==> src/rtl/orb_ram_arbiter.sv <==
`default_nettype none
// ============================================================================
//  Module   : orb_ram_arbiter
//  Purpose  : Shares one double-buffered single-port orbital frame RAM between
//             two packer write channels and one telemetry reader, using
//             round-robin arbitration and a drain-then-swap page flip.
//  Revision : 1.0  initial release
// ============================================================================
module orb_ram_arbiter #(
    parameter int AW     = 11,
    parameter int DW     = 12,
    parameter int RD_LAT = 1
) (
    input  logic          clk,
    input  logic          rst,
    input  logic          WE1,
    input  logic [AW-1:0] WrAddr1,
    input  logic [DW-1:0] orbWord1,
    input  logic          WE2,
    input  logic [AW-1:0] WrAddr2,
    input  logic [DW-1:0] orbWord2,
    input  logic          rdReq,
    input  logic [AW-1:0] rdAddr,
    output logic [DW-1:0] rdData,
    output logic          rdValid,
    output logic          rdBusy,
    input  logic          swapReq,
    output logic          swapDone,
    output logic          SW,
    output logic [1:0]    ovf,
    output logic [AW:0]   ramAddr,
    output logic [DW-1:0] ramWrData,
    output logic          ramWE,
    input  logic [DW-1:0] ramRdData
);

    localparam logic [1:0] c_RUN   = 2'd0;
    localparam logic [1:0] c_DRAIN = 2'd1;
    localparam logic [1:0] c_SWAP  = 2'd2;

    logic [1:0]        r_state;
    logic              r_wrPage;
    logic              r_we1D, r_we2D;
    logic              r_pend1, r_pend2, r_pendR;
    logic [AW-1:0]     r_addr1, r_addr2, r_rdAddr;
    logic [DW-1:0]     r_data1, r_data2;
    logic [1:0]        r_rrPtr;
    logic [RD_LAT-1:0] r_rdPipe;

    logic       w_edge1, w_edge2;
    logic [2:0] w_req;
    logic [1:0] w_gntId;
    logic       w_gntAny;
    logic       w_gnt1, w_gnt2, w_gntR;

    assign w_edge1 = WE1 & ~r_we1D;
    assign w_edge2 = WE2 & ~r_we2D;
    assign w_req   = {r_pendR, r_pend2, r_pend1};
    assign w_gnt1  = w_gntAny && (w_gntId == 2'd0);
    assign w_gnt2  = w_gntAny && (w_gntId == 2'd1);
    assign w_gntR  = w_gntAny && (w_gntId == 2'd2);
    assign rdBusy  = r_pendR | (|r_rdPipe);
    assign SW      = r_wrPage;

    // Round-robin pick starting at rrPtr; the swap cycle owns the RAM exclusively
    always_comb begin
        w_gntId  = r_rrPtr;
        w_gntAny = 1'b0;
        if (r_state != c_SWAP) begin
            case (r_rrPtr)
                2'd1: begin
                    if (w_req[1])      begin w_gntId = 2'd1; w_gntAny = 1'b1; end
                    else if (w_req[2]) begin w_gntId = 2'd2; w_gntAny = 1'b1; end
                    else if (w_req[0]) begin w_gntId = 2'd0; w_gntAny = 1'b1; end
                end
                2'd2: begin
                    if (w_req[2])      begin w_gntId = 2'd2; w_gntAny = 1'b1; end
                    else if (w_req[0]) begin w_gntId = 2'd0; w_gntAny = 1'b1; end
                    else if (w_req[1]) begin w_gntId = 2'd1; w_gntAny = 1'b1; end
                end
                default: begin
                    if (w_req[0])      begin w_gntId = 2'd0; w_gntAny = 1'b1; end
                    else if (w_req[1]) begin w_gntId = 2'd1; w_gntAny = 1'b1; end
                    else if (w_req[2]) begin w_gntId = 2'd2; w_gntAny = 1'b1; end
                end
            endcase
        end
    end

    // Write-channel capture: a new edge overwrites the slot, flagging overrun if it was still unserved
    always_ff @(posedge clk or posedge rst) begin
        if (rst) begin
            r_we1D  <= 1'b0;
            r_we2D  <= 1'b0;
            r_pend1 <= 1'b0;
            r_pend2 <= 1'b0;
            r_addr1 <= '0;
            r_addr2 <= '0;
            r_data1 <= '0;
            r_data2 <= '0;
            ovf     <= 2'b00;
        end else begin
            r_we1D <= WE1;
            r_we2D <= WE2;
            if (w_edge1) begin
                r_pend1 <= 1'b1;
                r_addr1 <= WrAddr1;
                r_data1 <= orbWord1;
                if (r_pend1 && !w_gnt1) ovf[0] <= 1'b1;
            end else if (w_gnt1) begin
                r_pend1 <= 1'b0;
            end
            if (w_edge2) begin
                r_pend2 <= 1'b1;
                r_addr2 <= WrAddr2;
                r_data2 <= orbWord2;
                if (r_pend2 && !w_gnt2) ovf[1] <= 1'b1;
            end else if (w_gnt2) begin
                r_pend2 <= 1'b0;
            end
        end
    end

    // Read request capture and return pipe; data is taken from the RAM RD_LAT cycles after issue
    always_ff @(posedge clk or posedge rst) begin
        if (rst) begin
            r_pendR  <= 1'b0;
            r_rdAddr <= '0;
            r_rdPipe <= '0;
            rdValid  <= 1'b0;
            rdData   <= '0;
        end else begin
            if (rdReq && !rdBusy) begin
                r_pendR  <= 1'b1;
                r_rdAddr <= rdAddr;
            end else if (w_gntR) begin
                r_pendR <= 1'b0;
            end
            r_rdPipe[0] <= w_gntR;
            for (int i = 1; i < RD_LAT; i++) begin
                r_rdPipe[i] <= r_rdPipe[i-1];
            end
            rdValid <= r_rdPipe[RD_LAT-1];
            if (r_rdPipe[RD_LAT-1]) rdData <= ramRdData;
        end
    end

    // RAM port register: writes go to wrPage, reads to the other page; address holds when idle
    always_ff @(posedge clk or posedge rst) begin
        if (rst) begin
            ramWE     <= 1'b0;
            ramAddr   <= '0;
            ramWrData <= '0;
            r_rrPtr   <= 2'd0;
        end else begin
            ramWE <= 1'b0;
            if (w_gnt1) begin
                ramWE     <= 1'b1;
                ramAddr   <= {r_wrPage, r_addr1};
                ramWrData <= r_data1;
            end else if (w_gnt2) begin
                ramWE     <= 1'b1;
                ramAddr   <= {r_wrPage, r_addr2};
                ramWrData <= r_data2;
            end else if (w_gntR) begin
                ramAddr <= {~r_wrPage, r_rdAddr};
            end
            if (w_gntAny) r_rrPtr <= (w_gntId == 2'd2) ? 2'd0 : w_gntId + 2'd1;
        end
    end

    // Page-swap FSM: wait for both write slots to empty, then flip the page for one cycle
    always_ff @(posedge clk or posedge rst) begin
        if (rst) begin
            r_state  <= c_RUN;
            r_wrPage <= 1'b0;
            swapDone <= 1'b0;
        end else begin
            swapDone <= 1'b0;
            case (r_state)
                c_RUN: begin
                    if (swapReq) r_state <= c_DRAIN;
                end
                c_DRAIN: begin
                    if (!r_pend1 && !r_pend2 && !w_edge1 && !w_edge2) r_state <= c_SWAP;
                end
                c_SWAP: begin
                    r_wrPage <= ~r_wrPage;
                    swapDone <= 1'b1;
                    r_state  <= c_RUN;
                end
                default: r_state <= c_RUN;
            endcase
        end
    end

endmodule
`default_nettype wire

==> config.mk <==
export PLATFORM = sky130hd
export DESIGN_NAME = orb_ram_arbiter
export DESIGN_NICKNAME = d
export VERILOG_FILES = /design/src/rtl/orb_ram_arbiter.sv
export SDC_FILE = /design/constraint.sdc
export NUM_CORES = 1
export LEC_CHECK = 0
export ABC_AREA = 1
export CAP_MARGIN = 20
export CORE_MARGIN = 4
export CORE_UTILIZATION = 49
export CTS_CLUSTER_DIAMETER = 100
export CTS_CLUSTER_SIZE = 20
export DETAILED_ROUTE_END_ITERATION = 16
export PLACE_DENSITY = 0.78
export SLEW_MARGIN = 20
export SYNTH_ARGS = -nofsm -noshare
export SYNTH_HDL_FRONTEND = slang
export SYNTH_SLANG_ARGS = --single-unit
==> constraint.sdc <==
create_clock -name clk -period 4.49 [get_ports clk]
set_input_delay 0.898 -clock clk [delete_from_list [all_inputs] [get_ports clk]]
set_output_delay 0.898 -clock clk [all_outputs]
set_load 0.05 [all_outputs]
======== Word-level counts from Yosys, hierarchy flattened ========
Index checks and enable logic that the tools add are counted.
word-level totals
  flip-flop bits (word level) ............. 109
  latch bits .............................. 0
  bits in writable memories ............... 0
  ROM bits ................................ 0
  output and inout port bits .............. 43
  logic and storage cells ................. 104
  memories ................................ 0
operators by class
  add/sub/neg operators ................... 1
  multiply operators ...................... 0
  divide/modulo/power cells ............... 0
  order comparisons ....................... 0
  eq/ne operators ......................... 9
  shift operators ......................... 0
  muxes and demuxes ....................... 40
  bitwise operators ....................... 6
  reduce and logical (&&, ||, !) cells .... 26
operators with widths
  operator                                                                count
  12-bit 2-to-1 mux                                                       5
  2-bit 2-to-1 mux                                                        13
  1-bit 2-to-1 mux                                                        19
  1-bit logical AND                                                       9
  2-bit one-hot mux with 2 select lines                                   2
  2-bit nonzero test                                                      4
  1-bit logical NOT                                                       7
  2-bit by 1-bit equality test with 1-bit output (second input constant)  3
  2-bit equality test (second input constant)                             3
  2-bit inequality test (second input constant)                           3
  2-bit AND reduction                                                     3
  2-bit logical NOT                                                       2
  1-bit inverter                                                          3
  3-bit nonzero test                                                      1
  2-bit by 1-bit adder with 2-bit output (second input constant)          1
  1-bit bitwise AND                                                       2
  1-bit one-hot mux with 2 select lines                                   1
  1-bit OR                                                                1

======== Logic depth before layout (Yosys ltp) ========
  word-level depth ........................ 10
  gate-level depth with buffers ........... 15

======== Worst setup path before layout ========
No wires, ideal clock.
  path kind ............................... input port to flip-flop
  start ................................... input WE2
  end ..................................... register r_addr2[7]
  arrival time ............................ 1708 ps
  data required time ...................... 4373 ps
  setup slack ............................. 2665 ps
  stages on the path ...................... 6
  path buffers ............................ 1
  path through ............................ inv_1 > nor2_1 > clkinv_1 > clkbuf_1 > nand2_1 > nand2_1
on the way
  longest elaborated chain between the ends .. 1
ends and longest elaborated chain
  element                 line  text
  start: declaration      19    input logic WE2,
  1-bit bitwise AND       57    assign w_edge2 = WE2 & ~r_we2D;
  end signal: assignment  115   r_addr2 <= WrAddr2;
  end: declaration        45    logic [AW-1:0] r_addr1, r_addr2, r_rdAddr;
No other way between the ends.
A chain may end at the register's enable or synchronous reset.

======== Worst setup path in the final report ========
  start ................................... register r_rdPipe
  end ..................................... output rdBusy
on the way
  longest elaborated chain between the ends .. 1
ends and longest elaborated chain
  element                           line  text
  start: declaration                48    logic [RD_LAT-1:0] r_rdPipe;
  start signal: indexed assignment  141   r_rdPipe[i] <= r_rdPipe[i-1];
  1-bit OR                          62    assign rdBusy = r_pendR | (|r_rdPipe);
  end: declaration                  26    output logic rdBusy,
No other way between the ends.

==> run_results.csv <==
group,metric,value,unit
outcome,outcome,"finished clean",
route,drc_errors,0,
floorplan,die_h,105,um
yosys,netlist.area_leader.share,58.6,%
finish,areaGrowthSynthToFinish,31.9,%
setup_path,path_class,"flip-flop to output port",
floorplan,start_util,50.3,%
yosys,synth_top_family_by_area,"simple AND/OR/NAND/NOR gates",
sta,setup_viol,0,
floorplan,row_count,35,
placed_design,dpl.hpwl,7520,um
clock_tree,post_cts_resized,0,
route,drt_pass1_iterations,4,
placed_design,io_buffers,117,
setup_path,worstReg2RegStart,"r_rrPtr[0]",
placed_design,gp_congestion,0.842,
sta,slew_viol_final,0,
flow_run,cap_violations,0,
yosys,synthMuxAreaShare,5.57,%
pwr,pwr-share-comb,54.6,%
finish,regArea,2730,sq um
grt,grt_max_degree,89,
clock_tree,cts_sinks,109,
sta,finalCritPeriodShare,65.1,%
hold_path,hold_class,"flip-flop to flip-flop",
clock_tree,cts_max_path_buffers,2,
sta,fin_crit,2.92,ns
route,wl_per_cell,13.9,um
yosys,synth_simple_gate_area_share,28.6,%
setup_path,endpoint,"rdBusy",
floorplan,die_x,105,um
yosys,synth_xor_xnor_area_share,0.188,%
clock_tree,post_cts_buffers,0,
clock_tree,hold_buffers,0,
pwr,p_int,2.53,mW
clock_tree,cts_tree,"built",
setup_path,reg2reg_depth,10,
finish,nFillCells,753,
finish,multi_input_area,1710,sq um
finish,layout.nets,699,
yosys,synth-seq-cells,109,
sta,fin_tns_setup,0,ns
setup_path,crit_start,"r_rdPipe",
pwr,power_switching,2.30,mW
yosys,syn_area,4650,sq um
setup_path,cp-end-kind,"output port",
setup_path,reg2reg_to,"r_pend1",
setup_path,cp_data_required_time,3.59,ns
clock_tree,path_clk_slew,0.12,ns
floorplan,core_area,9240,sq um
sta,grt_setup_unrepaired,"no",
finish,diodes,0,
pwr,seqPwrFrac,31.2,%
setup_path,crit_path_start_kind,"flip-flop",
yosys,syn-num-nets,587,
yosys,seq_area_frac_synth,58.6,%
route,final_antenna_net_count,0,
sta,tightestPinTransition,0.850,ns
route,routed_wl,10500,um
finish,final_cell_count_no_fill,756,
yosys,synth_compound_area_share,1.78,%
pwr,switching_share,47.7,%
placed_design,dp_cells,740,
yosys,synth_area_leaders,"dfrtp_1, nand2_1, mux2_2",
setup_path,cp_data_arrival_time,2.02,ns
yosys,yosys-top-cells-count,"nand2_1, dfrtp_1, nor2_1",
pwr,p_per_area,787,nW/um^2
setup_path,r2r_slack,2.06,ns
grt,overflow,0,
yosys,synth-async-reset-ratio,100,%
finish,drive_above_1_share,10.7,%
yosys,synth_most_common_cell,"nand2_1",
floorplan,pin_count,118,
sta,finalHoldViolCount,0,
clock_tree,clock_latency,0.37,ns
yosys,syn_inst,510,
route,avgViaCountPerCell,4.87,
sta,timing.fmax,342,MHz
clock_tree,htree_levels,3,
yosys,synth_edf_count,0,
floorplan,die_area,11100,sq um
sta,fin_worst_skew,0.0235,ns
grt,grt_use_total,19.3,%
grt,antenna_found_initial,0,
grt,grt_pass1_vias,3777,
pwr,vdd_ir_drop_max,390,uV
route,drt_iter0_drc,167,
yosys,ys_types,31,
yosys,synth_ff_type,"dfrtp_1",
pwr,power_frac_clock,14.2,%
pwr,p_leak,3.03,nW
yosys,synth_fa_ha_area_share,0.538,%
yosys,ys_warn_count,0,
route,routed-via-count,3684,
clock_tree,cts_root_buffer,"clkbuf_8",
sta,relSlewSlack,43.2,%
setup_path,critPathMaxFanout,14,
yosys,avgSynthCellArea,9.12,sq um
clock_tree,cts_buffers,9,
grt,grt_pass1_wl,17600,um
yosys,synth_top_area_cell,"dfrtp_1",
-- cells by family after synthesis --
kind of cell / count (synthesis)
AO/OA/AOI/OAI: 12
XOR/XNOR: 1
adder cells (fa/ha/maj): 2
buffers and inverters: 43
flip-flops: 109
multiplexers: 23
AND/OR/NAND/NOR: 320
-- sequential cells by signal (all words and copies together) (netlist names), 2 cells and up --
signal     flops
rdData        12
r_addr1       11
r_rrPtr        2
r_data2       12
ovf            2
r_rdAddr      11
ramAddr       12
ramWrData     12
r_data1       12
r_state        2
r_addr2       11
-- layer usage --
metal	vias to the layer above	global-route usage (%)	part of all wire, %
li1	1821	-	-
met1	1743	26.5	46
met2	111	31.8	47
met3	9	3.61	6.0
met4	0	5.15	0.88
met5	-	0	0
-- per-stage QoR --
stage | area (sq um) | setup WS [ns] | util (%) | hold WS [ns] | power [mW]
finish | 6140 | 1.57 | 66.4 | 0.462 | 4.83
global route | 6140 | 1.42 | 66.4 | 0.485 | 5.18
CTS | 6130 | 1.53 | 66.4 | 0.464 | 4.87
detailed placement | 5890 | 1.34 | 63.8 | 0.448 | 4.18
global placement | 5890 | 1.47 | 63.8 | 0.444 | 4.10
floorplan | 4650 | 0.718 | - | 0.427 | 3.56
-- power groups by stage --
| stage | registers [mW] | logic (mW) | clock network, mW |
|---|---|---|---|
| final | 1.51 | 2.64 | 0.686 |
| after global routing | 1.55 | 2.90 | 0.735 |
| after CTS | 1.51 | 2.66 | 0.700 |
| after detailed placement | 1.52 | 2.65 | 0 |
| after global placement | 1.51 | 2.59 | 0 |
| after floorplan | 2.09 | 1.47 | 0 |
-- layout make-up --
class | instances | area share, %
Clock buffer | 10 | 2.24
Inverter | 23 | 1.53
Timing Repair Buffer | 121 | 19.6
Tap cell | 129 | 2.63
Multi-Input combinational cell | 358 | 27.9
Clock inverter | 6 | 1.71
Sequential cell | 109 | 44.5
-- critical path, stage by stage (launching register included) --
cell             delay, ns
dfrtp_1               0.68
nor2_1                0.13
inv_1                 0.07
clkdlybuf4s50_1       0.79
-- placed cells by master, fill, tap and decap left out, types with 2 or more instances in the layout --
cell / instances
inv_1: 15
nand2_1: 227
nand2_4: 3
nor2_1: 40
inv_6: 2
nand3_1: 37
mux2_2: 23
bufinv_16: 2
buf_4: 4
ha_1: 2
clkdlybuf4s50_1: 117
inv_2: 5
o21ai_0: 6
nor2_4: 2
dfrtp_1: 109
nand2_2: 5
clkbuf_8: 10
-- worst min-delay path by stage --
stage,from,end,depth (start not counted)
final,r_state[1],r_state[1],1
after floorplan,r_rdPipe,rdValid,0
after global placement,r_state[1],r_state[1],1
after global routing,r_state[1],r_state[1],1
after CTS,r_state[1],r_state[1],1
after detailed placement,r_state[1],r_state[1],1
Note: power is estimated with default switching activity, not from simulation.
